$ cat src/rtl/ws2812_bit_encoder.sv
// WS2812 single-wire NRZ encoder: streams GRB pixel words MSB first, then holds the latch low time.
// Define WS2812_RGBW_EN for 32-bit GRBW pixels (SK6812 RGBW strips).
module ws2812_bit_encoder #(
    parameter int T0H_CYC  = 20,
    parameter int T1H_CYC  = 40,
    parameter int TBIT_CYC = 63,
    parameter int TRST_CYC = 15000,
    parameter int CNT_W    = 16
) (
    input  logic        clk_i,
    input  logic        resetn_i,
`ifdef WS2812_RGBW_EN
    input  logic [31:0] pix_data_i,
`else
    input  logic [23:0] pix_data_i,
`endif
    input  logic        pix_last_i,
    input  logic        pix_valid_i,
    output logic        pix_ready_o,
    output logic        led_o,
    output logic        busy_o,
    output logic        done_o
);

`ifdef WS2812_RGBW_EN
    localparam int NBITS = 32;
`else
    localparam int NBITS = 24;
`endif
    localparam int IDX_W = $clog2(NBITS);

    localparam logic [CNT_W-1:0] CNT_ONE  = CNT_W'(1);
    localparam logic [CNT_W-1:0] CNT_TBIT = CNT_W'(TBIT_CYC);
    localparam logic [CNT_W-1:0] CNT_TRST = CNT_W'(TRST_CYC);
    localparam logic [IDX_W-1:0] IDX_ONE  = IDX_W'(1);
    localparam logic [IDX_W-1:0] IDX_TOP  = IDX_W'(NBITS - 1);

    typedef enum logic [1:0] {IDLE, HIGH, LOW, LATCH} state_t;

    state_t             state, state_n;
    logic [NBITS-1:0]   shreg, shreg_n;
    logic [IDX_W-1:0]   bit_idx, bit_idx_n;
    logic [CNT_W-1:0]   cnt, cnt_n;
    logic               last_flag, last_n;
    logic               done_n;
    logic               xfer;

    function automatic logic [CNT_W-1:0] high_time(input logic b);
        return b ? CNT_W'(T1H_CYC) : CNT_W'(T0H_CYC);
    endfunction

    // Ready opens only on the very last cycle of a pixel so the next one starts with no gap
    assign pix_ready_o = (state == IDLE) ||
                         (state == LOW && bit_idx == '0 && cnt == CNT_ONE && !last_flag);
    assign xfer   = pix_valid_i && pix_ready_o;
    assign busy_o = (state != IDLE);

    always_comb begin
        state_n   = state;
        shreg_n   = shreg;
        bit_idx_n = bit_idx;
        cnt_n     = cnt;
        last_n    = last_flag;
        done_n    = 1'b0;
        if (xfer) begin
            state_n   = HIGH;
            shreg_n   = pix_data_i;
            last_n    = pix_last_i;
            bit_idx_n = IDX_TOP;
            cnt_n     = high_time(pix_data_i[NBITS-1]);
        end else begin
            case (state)
                HIGH: begin
                    if (cnt == CNT_ONE) begin
                        state_n = LOW;
                        cnt_n   = CNT_TBIT - high_time(shreg[NBITS-1]);
                    end else begin
                        cnt_n = cnt - CNT_ONE;
                    end
                end
                LOW: begin
                    if (cnt != CNT_ONE) begin
                        cnt_n = cnt - CNT_ONE;
                    end else if (bit_idx != '0) begin
                        state_n   = HIGH;
                        bit_idx_n = bit_idx - IDX_ONE;
                        shreg_n   = shreg << 1;
                        cnt_n     = high_time(shreg[NBITS-2]);
                    end else if (last_flag) begin
                        state_n = LATCH;
                        cnt_n   = CNT_TRST;
                    end else begin
                        state_n = IDLE;
                        cnt_n   = '0;
                    end
                end
                LATCH: begin
                    if (cnt == CNT_ONE) begin
                        state_n = IDLE;
                        cnt_n   = '0;
                        done_n  = 1'b1;
                    end else begin
                        cnt_n = cnt - CNT_ONE;
                    end
                end
                default: ;
            endcase
        end
    end

    // led_o is registered from the next state so the line is high exactly while in HIGH
    always_ff @(posedge clk_i or negedge resetn_i) begin
        if (!resetn_i) begin
            state     <= IDLE;
            shreg     <= '0;
            bit_idx   <= '0;
            cnt       <= '0;
            last_flag <= 1'b0;
            led_o     <= 1'b0;
            done_o    <= 1'b0;
        end else begin
            state     <= state_n;
            shreg     <= shreg_n;
            bit_idx   <= bit_idx_n;
            cnt       <= cnt_n;
            last_flag <= last_n;
            led_o     <= (state_n == HIGH);
            done_o    <= done_n;
        end
    end

endmodule
$ cat config.mk
export PLATFORM = sky130hd
export DESIGN_NAME = ws2812_bit_encoder
export DESIGN_NICKNAME = d
export VERILOG_FILES = /design/src/rtl/ws2812_bit_encoder.sv
export SDC_FILE = /design/constraint.sdc
export NUM_CORES = 1
export LEC_CHECK = 0
export ABC_CLOCK_PERIOD_IN_PS = 2300
export CORE_UTILIZATION = 30
export DETAILED_ROUTE_END_ITERATION = 10
export DONT_BUFFER_PORTS = 1
export PLACE_DENSITY = 0.43
export SLEW_MARGIN = 30
export SYNTH_ARGS = -nofsm -noshare
export SYNTH_HDL_FRONTEND = slang
export SYNTH_SLANG_ARGS = --single-unit
$ cat constraint.sdc
create_clock -name clk_i -period 2.3 [get_ports clk_i]
set_input_delay 0.46 -clock clk_i [delete_from_list [all_inputs] [get_ports clk_i]]
set_output_delay 0.46 -clock clk_i [all_outputs]
set_load 0.03 [all_outputs]
* Yosys cells after proc, flatten, opt, wreduce, memory -nomap -nowiden
Cells that the tools add are included.
** Storage, ports and cells
- Register bits :: 50
- Output and inout port bits :: 4
- Logic and storage cells :: 59
** Operators by class
- Add/subtract/negate cells :: 3
- Eq/ne operators :: 7
- Mux-type cells :: 28
- Reductions and logical operators :: 14
** Operator list (number)
- two-way mux 24 bit :: 4
- two-way mux 16 bit :: 4
- one-hot mux 16 bit (3 select lines) :: 1
- two-way mux 14 bit :: 2
- two-way mux 5 bit :: 4
- two-way mux 6 bit :: 3
- == test 16 x 1 -> 1 bit (second input constant) :: 1
- != test 16 x 1 -> 1 bit (second input constant) :: 1
- subtractor 16 x 1 -> 16 bit (second input constant) :: 1
- two-way mux 2 bit :: 6
- subtractor 6 x 6 -> 7 bit (first input constant) :: 1
- one-hot mux 2 bit (3 select lines) :: 1
- nonzero test 2 bit :: 3
- logical NOT 5 bit :: 1
- nonzero test 5 bit :: 1
- subtractor 5 x 1 -> 5 bit (second input constant) :: 1
- == test 2 x 1 -> 1 bit (second input constant) :: 2
- == test 2 bit (second input constant) :: 2
- logical AND 1 bit :: 4
- nonzero test 4 bit :: 1
- two-way mux 1 bit :: 3
- AND reduction 3 bit :: 1
- logical NOT 2 bit :: 1
- != test 2 bit (second input constant) :: 1
- other kinds (2) :: 2

* Depth between registers and ports, before layout
Gate-level depths: netlist (run 1).
- Word-level depth :: 8
- Depth in mapped cells :: 9
- Gate-level depth less buffers :: 7

* Least setup slack after synthesis (run 1)
OpenSTA, ideal clock, no wires.
- Kind :: register to output
- From :: register cnt[1]
- To :: output pix_ready_o
- Arrival :: 2.086 ns
- Required time :: 1.840 ns
- Setup slack :: -0.246 ns
- Cell stages (with the launch flop) :: 9
- Path buffers :: 2
- Cells stage by stage :: dfrtp_1 > inv_1 > ha_1 > nor4b_2 > and4_1 > clkbuf_1 > buf_2 > nand2_1 > a21oi_1
** On the way
- Cells in the longest elaborated chain, start to end :: 4
** Ends and longest elaborated chain
- from (decl) :: RTL line 43 : logic [CNT_W-1:0] cnt, cnt_n;
- from (signal assigned) :: RTL line 125 : cnt <= cnt_n;
- == test 16 x 1 -> 1 bit :: RTL line 54 : (state == LOW && bit_idx == '0 && cnt == CNT_ONE && !last_flag);
- logical AND 1 bit (2 in series) :: RTL line 54
- logical OR 1 bit :: RTL line 53 : assign pix_ready_o = (state == IDLE) ||
- to (decl) :: RTL line 19 : output logic pix_ready_o,
No other way between the ends.

* Worst setup path in the final report (run 1)
- From :: register bit_idx[1]
- To :: output pix_ready_o
** On the way
- Cells in the longest elaborated chain, start to end :: 5
** Ends and longest elaborated chain
- from (decl) :: RTL line 42 : logic [IDX_W-1:0] bit_idx, bit_idx_n;
- from (signal assigned) :: RTL line 124 : bit_idx <= bit_idx_n;
- logical NOT 5 bit :: RTL line 54
- logical AND 1 bit (3 in series) :: RTL line 54
- logical OR 1 bit :: RTL line 53
No other way between the ends.

==> metrics.csv, run 1 <==
stage,metric,value,unit
yosys,Syn Nets,301,
yosys,Async SR Flop Fraction,100,%
yosys,Seq cells post-synth,50,
route,Via density,5.45,
setup_path,CP Class,register to primary output,
clock_tree,CTS sink cnt,50,
power_and_ir_drop,Lkg Pwr,1.36,nW
sta,highest clock rate,0.436,GHz
route,drt initial violations,71,
cells_and_area,n_diodes,0,
sta,post-route clock period utilization,99.7,%
grt,initial antenna violation count,0,
power_and_ir_drop,logic gate share of total power,16.7,%
power_and_ir_drop,Sw Pwr,0.560,mW
place,gpl congestion,0.789,
sta,setup_tns,0,ps
power_and_ir_drop,Clock Power Share,31.3,%
clock_tree,H-tree Lvls,2,
grt,total track usage,15.2,%
setup_path,critical path arrival,1830,ps
clock_tree,clock-pin transition on the worst setup and hold timing paths,90,ps
cells_and_area,share of cells above drive strength 1,17.8,%
sta,Hold Fails Final Rpt,4,
worst_hold_path,Hold Crit Class,primary input to async pin,
grt,pin count of the biggest net entering global routing,51,
floorplan,die width,96.3,um
sta,Least-Margin Pin Slew,435,ps
yosys,Post-synth top flop,dfrtp_1,
yosys,sequential share of the synthesized area,46.9,%
floorplan,starting density of the core,30.7,%
cells_and_area,P&R area growth vs syn,17.9,%
grt,global-route wire length before repair,10700,um
yosys,Synth Cell Area,0.00267,sq mm
floorplan,core box area,0.00868,sq mm
yosys,Post-Synthesis Cells,269,
clock_tree,TritonCTS Buffers,5,
power_and_ir_drop,switch share,27.6,%
setup_path,CP Capture Type,primary output,
yosys,Post-synth EDFFs,0,
clock_tree,Clock Tree Buf Depth,2,
clock_tree,CTS tree,yes,
place,PortBufs,0,
sta,RSZ-0062 raised after global routing,yes,
power_and_ir_drop,Peak VDD IR,294,uV
sta,Final setup violation count,0,
grt,grt total ovfl,0,
place,post-DP HPWL,4510,um
setup_path,crit path max fanout,3,
cells_and_area,Final Net Count,319,
sta,max_slew headroom,70.6,%
grt,vias in the first global route,2165,
sta,skew final,9.24,ps
route,wire per inst,16.7,um
setup_path,Worst Path Required,1840,ps
yosys,Synth Warn #,0,
run_status,run status,finished with violations,
power_and_ir_drop,Reg power frac,51.9,%
route,final wirelength,6600,um
power_and_ir_drop,Pwr Density,645,mW/mm^2
clock_tree,worst-skew pair later-pin latency,300,ps
setup_path,worst reg2reg setup slack,130,ps
job,max cap viols,0,
route,detailed-route via count,2152,
floorplan,IO Pins,32,
yosys,post-synth cell types,46,
floorplan,# rows,34,
power_and_ir_drop,Internal Power,1.47,mW
run_status,failing checks,negative hold slack,
route,number of remaining DRC errors,0,
yosys,synthesized area per cell,9.91,sq um
sta,worst hold slack,-3.14,ps
sta,Tmin final,2290,ps
floorplan,die area,0.00926,sq mm
route,DRT Pass-1 Iters,4,
floorplan,Die H,96.3,um
power_and_ir_drop,overall power,2.03,mW
setup_path,CP startpoint kind,register,
clock_tree,clk root buf,clkbuf_8,
sta,"Slew Viols, Final",0,
route,Routed Antenna Nets,0,
[what timing repair did]
| action | 4_1_cts | 5_1_grt |
|---|---|---|
| resized for setup | 10 | 6 |
| buffers inserted | 3 | 0 |
| cloned | 0 | 1 |
| pin swaps | 4 | 2 |
| hold buffers | 1 | 0 |
| endpoints found under the hold margin | 50 | 0 |
| endpoints found under the setup margin | 1 | 22 |
[cells by family after synthesis]
group           Yosys count  share of synthesized area (%)
simple gates            111                           24.3
compound gates           71                           19.8
flops                    50                           46.9
buf+inv                  22                           3.38
xor+xnor                 10                           3.29
fa+ha+maj                 4                           1.88
mux                       1                          0.423
[synthesized netlist by cell type, types with 2 or more instances]
cell type | instances | area share (%)
a21o_1 | 2 | 0.56
a21oi_1 | 12 | 2.3
a221o_1 | 21 | 7.9
a22o_1 | 2 | 0.66
a31oi_1 | 5 | 1.2
and3_1 | 21 | 4.9
buf_2 | 6 | 1.1
clkbuf_1 | 9 | 1.3
dfrtp_1 | 50 | 47
ha_1 | 4 | 1.9
inv_1 | 7 | 0.99
nand2_1 | 27 | 3.8
nand2b_1 | 5 | 1.2
nand3_1 | 10 | 1.9
nand4_1 | 3 | 0.70
nor2_1 | 19 | 2.7
nor3_1 | 6 | 1.1
nor4_1 | 4 | 0.94
nor4_4 | 2 | 1.6
nor4b_2 | 2 | 1.1
o211ai_1 | 3 | 0.85
o21ai_0 | 11 | 2.1
o22ai_1 | 4 | 0.94
o31ai_1 | 2 | 0.56
or4_1 | 3 | 0.85
xnor2_1 | 6 | 2.0
xor2_1 | 4 | 1.3
[metrics by stage]
stage / area, sq um / hold WS, ps / setup slack, ps / util, % / cells
5_1_grt: 3140 / 3.34 / -111 / 36.2 / 395
2_1_floorplan: 2690 / 164 / 21.7 / - / 269
6_report: 3140 / -3.14 / 6.02 / 36.2 / 395
4_1_cts: 3120 / 2.10 / -53.5 / 35.9 / 394
3_5_place_dp: 2930 / 166 / 46.2 / 33.7 / 383
3_3_place_gp: 2930 / 167 / 74.9 / 33.7 / 383
[power groups by stage]
| stage | clock network (mW) | logic, mW | registers, mW |
|---|---|---|---|
| 3_5_place_dp | 0 | 0.305 | 1.07 |
| 2_1_floorplan | 0 | 0.217 | 1.06 |
| 3_3_place_gp | 0 | 0.309 | 1.07 |
| 6_report | 0.635 | 0.339 | 1.05 |
| 5_1_grt | 0.691 | 0.379 | 1.07 |
| 4_1_cts | 0.661 | 0.343 | 1.05 |
[path summary, 6_finish.rpt]
path                               start          end  cells after the start
setup reg to reg                  cnt[1]       cnt[4]                      9
hold reg to reg                 shreg[6]     shreg[7]                      1
min in group clk_i         pix_data_i[0]     shreg[0]                      2
hold / removal                  resetn_i      cnt[10]                      1
max in group asynchronous       resetn_i     shreg[4]                      1
setup / recovery              bit_idx[1]  pix_ready_o                      6
[cell usage in the layout (no fill, tap or decap), types with 2 or more instances in the layout]
master	instances
a21o_1	2
a21oi_1	11
a221o_1	21
a22o_1	2
a31oi_1	5
and3_1	21
buf_4	23
clkbuf_8	6
dfrtp_1	50
ha_1	3
inv_1	5
inv_2	2
nand2_1	26
nand2b_1	5
nand3_1	10
nand4_1	3
nor2_1	18
nor3_1	6
nor4_1	4
nor4_4	2
o211ai_1	3
o21ai_0	11
o22ai_1	4
o31ai_1	2
or4_1	3
xnor2_1	6
xor2_1	4
[final cells by class]
cell class,count,area [sq um]
sequential,50,1250
clock inverter,1,30.0
tap,108,135
inverter,7,26.3
timing repair buffer,26,231
clock buffer,6,82.6
fill,904,5540
multi-input combinational,197,1390
[registers in the layout (all words and copies together) (netlist names)]
register   cells
shreg         24
bit_idx        5
done_o         1
state          2
cnt           16
last_flag      1
led_o          1
[per-layer routing]
metal | share of wire (%) | GRT usage [%] | vias to the layer above
met5 | 0 | 0 | -
met1 | 49 | 21.2 | 1055
met2 | 46 | 23.6 | 44
li1 | - | - | 1049
met3 | 4.3 | 3.63 | 4
met4 | 0.59 | 3.48 | 0
[critical path: stages, from the launching register on]
cell and delay (ps):
dfrtp_1 410, inv_2 80, ha_4 120, or4b_4 480
nor2_4 120, nand2_2 80, a21oi_4 250
Power figures use the tool's default switching activity.
==> run 2: changes to the inputs <==
--- a/config.mk
+++ b/config.mk
@@ -10,6 +10,7 @@
 export DETAILED_ROUTE_END_ITERATION = 10
 export DONT_BUFFER_PORTS = 1
 export PLACE_DENSITY = 0.43
+export SKIP_CTS_REPAIR_TIMING = 1
 export SLEW_MARGIN = 30
 export SYNTH_ARGS = -nofsm -noshare
 export SYNTH_HDL_FRONTEND = slang
==> metrics.csv, run 2 (synthesized netlist as in run 1, its figures left out) <==
stage,metric,value,unit,change
sta,setup_tns,-41.3,ps,-41.3 ps
cells_and_area,Fill cells,910,,+0.66%
grt,global-route wire length before repair,10600,um,-1.3%
power_and_ir_drop,Lkg Pwr,1.35,nW,-0.88%
sta,Final setup violation count,1,,+1
floorplan,core box area,0.00868,sq mm,unchanged
clock_tree,clk root buf,clkbuf_8,,
power_and_ir_drop,Clock Power Share,31.5,%,+0.2 points
route,drt initial violations,78,,+9.9%
power_and_ir_drop,Pwr Density,645,mW/mm^2,about the same
sta,highest clock rate,0.427,GHz,-2.0%
job,max cap viols,0,,unchanged
cells_and_area,Final Net Count,318,,-0.31%
place,gpl congestion,0.789,,unchanged
run_status,failing checks,negative setup slack,,
setup_path,CP Capture Type,primary output,,
floorplan,die width,96.3,um,unchanged
run_status,run status,finished with violations,,
route,Via density,5.41,,-0.72%
clock_tree,Clock Tree Buf Depth,2,,unchanged
worst_hold_path,hold path cells,2,,
place,area post-placement,0.00293,sq mm,unchanged
grt,pin count of the biggest net entering global routing,51,,unchanged
floorplan,# rows,34,,unchanged
cells_and_area,most frequent cells in the layout,"dfrtp_1 (50), nand2_1 (26), buf_4 (22), and3_1 (21), a221o_1 (21)",,
cells_and_area,P&R area growth vs syn,17.2,%,
sta,Least-Margin Pin Slew,464,ps,+29.2 ps
grt,layer with the highest usage,met2,,
cells_and_area,Final Instance Area,0.00312,sq mm,-0.60%
setup_path,critical path arrival,1880,ps,+50 ps
route,final wirelength,6540,um,-0.94%
clock_tree,clock-pin transition on the worst setup and hold timing paths,100,ps,about the same
setup_path,crit path max fanout,5,,+2
setup_path,CP max-delay cell,nor4_4,,
setup_path,CP Class,register to primary output,,
setup_path,CP cell instances,"nor4_4, and4_4, nand2_2, a21oi_4",,
sta,max_slew headroom,68.6,%,-2.0 points
grt,M1 GR Usage,21.2,%,-0.049 points
grt,initial antenna violation count,0,,unchanged
power_and_ir_drop,Sw Pwr,0.559,mW,-0.18%
grt,met3 track demand over resource,3.63,%,unchanged
place,PortBufs,0,,unchanged
sta,RSZ-0062 raised after global routing,yes,,
power_and_ir_drop,logic gate share of total power,16.3,%,-0.4 points
sta,skew final,11.1,ps,+1.87 ps
sta,Final WS setup,-41.3,ps,-47.3 ps
place,post-DP HPWL,4510,um,unchanged
clock_tree,worst-skew pair later-pin latency,300,ps,about the same
cells_and_area,n_diodes,0,,unchanged
route,number of remaining DRC errors,0,,unchanged
clock_tree,CTS sink cnt,50,,unchanged
power_and_ir_drop,overall power,2.02,mW,-0.55%
setup_path,crit-path max cell delay,460,ps,-20 ps
floorplan,starting density of the core,30.7,%,unchanged
setup_path,r2r worst-path depth,5,,-4
sta,Hold Fails Final Rpt,0,,-4
route,Routed Antenna Nets,0,,unchanged
floorplan,Die H,96.3,um,unchanged
cells_and_area,"commonest non-fill, non-tap cell in the layout",dfrtp_1,,
clock_tree,CTS tree,yes,,
power_and_ir_drop,switch share,27.7,%,+0.10 points
route,detailed-route via count,2131,,-0.98%
cells_and_area,Regs by FF count,"shreg (24), cnt (16), bit_idx (5)",,
cells_and_area,share of cells above drive strength 1,17.1,%,-0.64 points
sta,"Slew Viols, Final",0,,unchanged
sta,worst hold slack,293,ps,+296 ps
clock_tree,H-tree Lvls,2,,unchanged
grt,grt total ovfl,0,,unchanged
floorplan,IO Pins,32,,unchanged
floorplan,die area,0.00926,sq mm,unchanged
clock_tree,TritonCTS Buffers,5,,unchanged
route,DRT Pass-1 Iters,4,,unchanged
grt,total track usage,15.0,%,-0.18 points
power_and_ir_drop,Internal Power,1.46,mW,-0.69%
power_and_ir_drop,Reg power frac,52.2,%,+0.3 points
worst_hold_path,Hold Crit Class,primary input to register,,
setup_path,CP startpoint kind,register,,
sta,Tmin final,2340,ps,+47.3 ps
grt,M2 GR Usage,23.0,%,-0.59 points
cells_and_area,Top reg by flops,shreg,,
power_and_ir_drop,Peak VDD IR,294,uV,about the same
grt,vias in the first global route,2135,,-1.4%
cells_and_area,max FFs per register,24,,unchanged
route,wire per inst,16.6,um,-0.69%
setup_path,Worst Path Required,1840,ps,about the same
sta,post-route clock period utilization,102,%,+2.1 points
cells_and_area,Util after Layout,36.0,%,-0.22 points
-- run 2: layer usage --
layer	wire length, um	up-vias
met5	0	-
met4	26	0
met3	208	2
met2	3050	37
met1	3250	1047
li1	-	1045
-- run 2: power by group through the flow --
stage                     Sequential [mW]  Clock [mW]  Combinational, mW
after detailed placement             1.07           0              0.305
after global routing                 1.07       0.693              0.367
final                                1.05       0.634              0.329
after CTS                            1.05       0.661              0.306
after global placement               1.07           0              0.309
after floorplan                      1.06           0              0.217
-- run 2: cell type report --
class	instances	area, sq um	share of cell area [%]
clock inverter	1	30.0	0.962
clock buffer	6	82.6	2.64
inverter	7	26.3	0.841
tap	108	135	4.33
timing repair buffer	25	223	7.13
sequential	50	1250	40.1
multi-input combinational	197	1380	44.0
-- run 2: critical path, delay by kind of cell (launching register included) --
| family | cells | cell delay [ps] |
|---|---|---|
| AOI/OAI and AO/OA | 1 | 270 |
| DFF | 1 | 440 |
| and+or+nand+nor | 3 | 860 |
-- run 2: stage by stage --
step                      cells  setup slack (ps)
after detailed placement    383              46.2
after floorplan             269              21.7
after global placement      383              74.9
after global routing        394              -153
final                       394             -41.3
after CTS                   390              -294
-- run 2: final timing paths --
| check | from | to | slack [ps] |
|---|---|---|---|
| setup / recovery | cnt[9] | pix_ready_o | -40 |
| hold / removal | pix_data_i[0] | shreg[0] | 290 |
| setup reg to reg | cnt[7] | cnt[12] | 170 |
| hold reg to reg | shreg[6] | shreg[7] | 520 |
| max in group asynchronous | resetn_i | bit_idx[2] | 1390 |
| min in group asynchronous | resetn_i | cnt[12] | 650 |
==> run 3: changes to the inputs <==
--- a/config.mk
+++ b/config.mk
@@ -7,6 +7,7 @@
 export LEC_CHECK = 0
 export ABC_CLOCK_PERIOD_IN_PS = 2300
 export CORE_UTILIZATION = 30
+export CTS_BUF_LIST = sky130_fd_sc_hd__clkbuf_8
 export DETAILED_ROUTE_END_ITERATION = 10
 export DONT_BUFFER_PORTS = 1
 export PLACE_DENSITY = 0.43
==> results of run 3 <==
The final DEF is identical to that of run 2; final timing and power are the same.
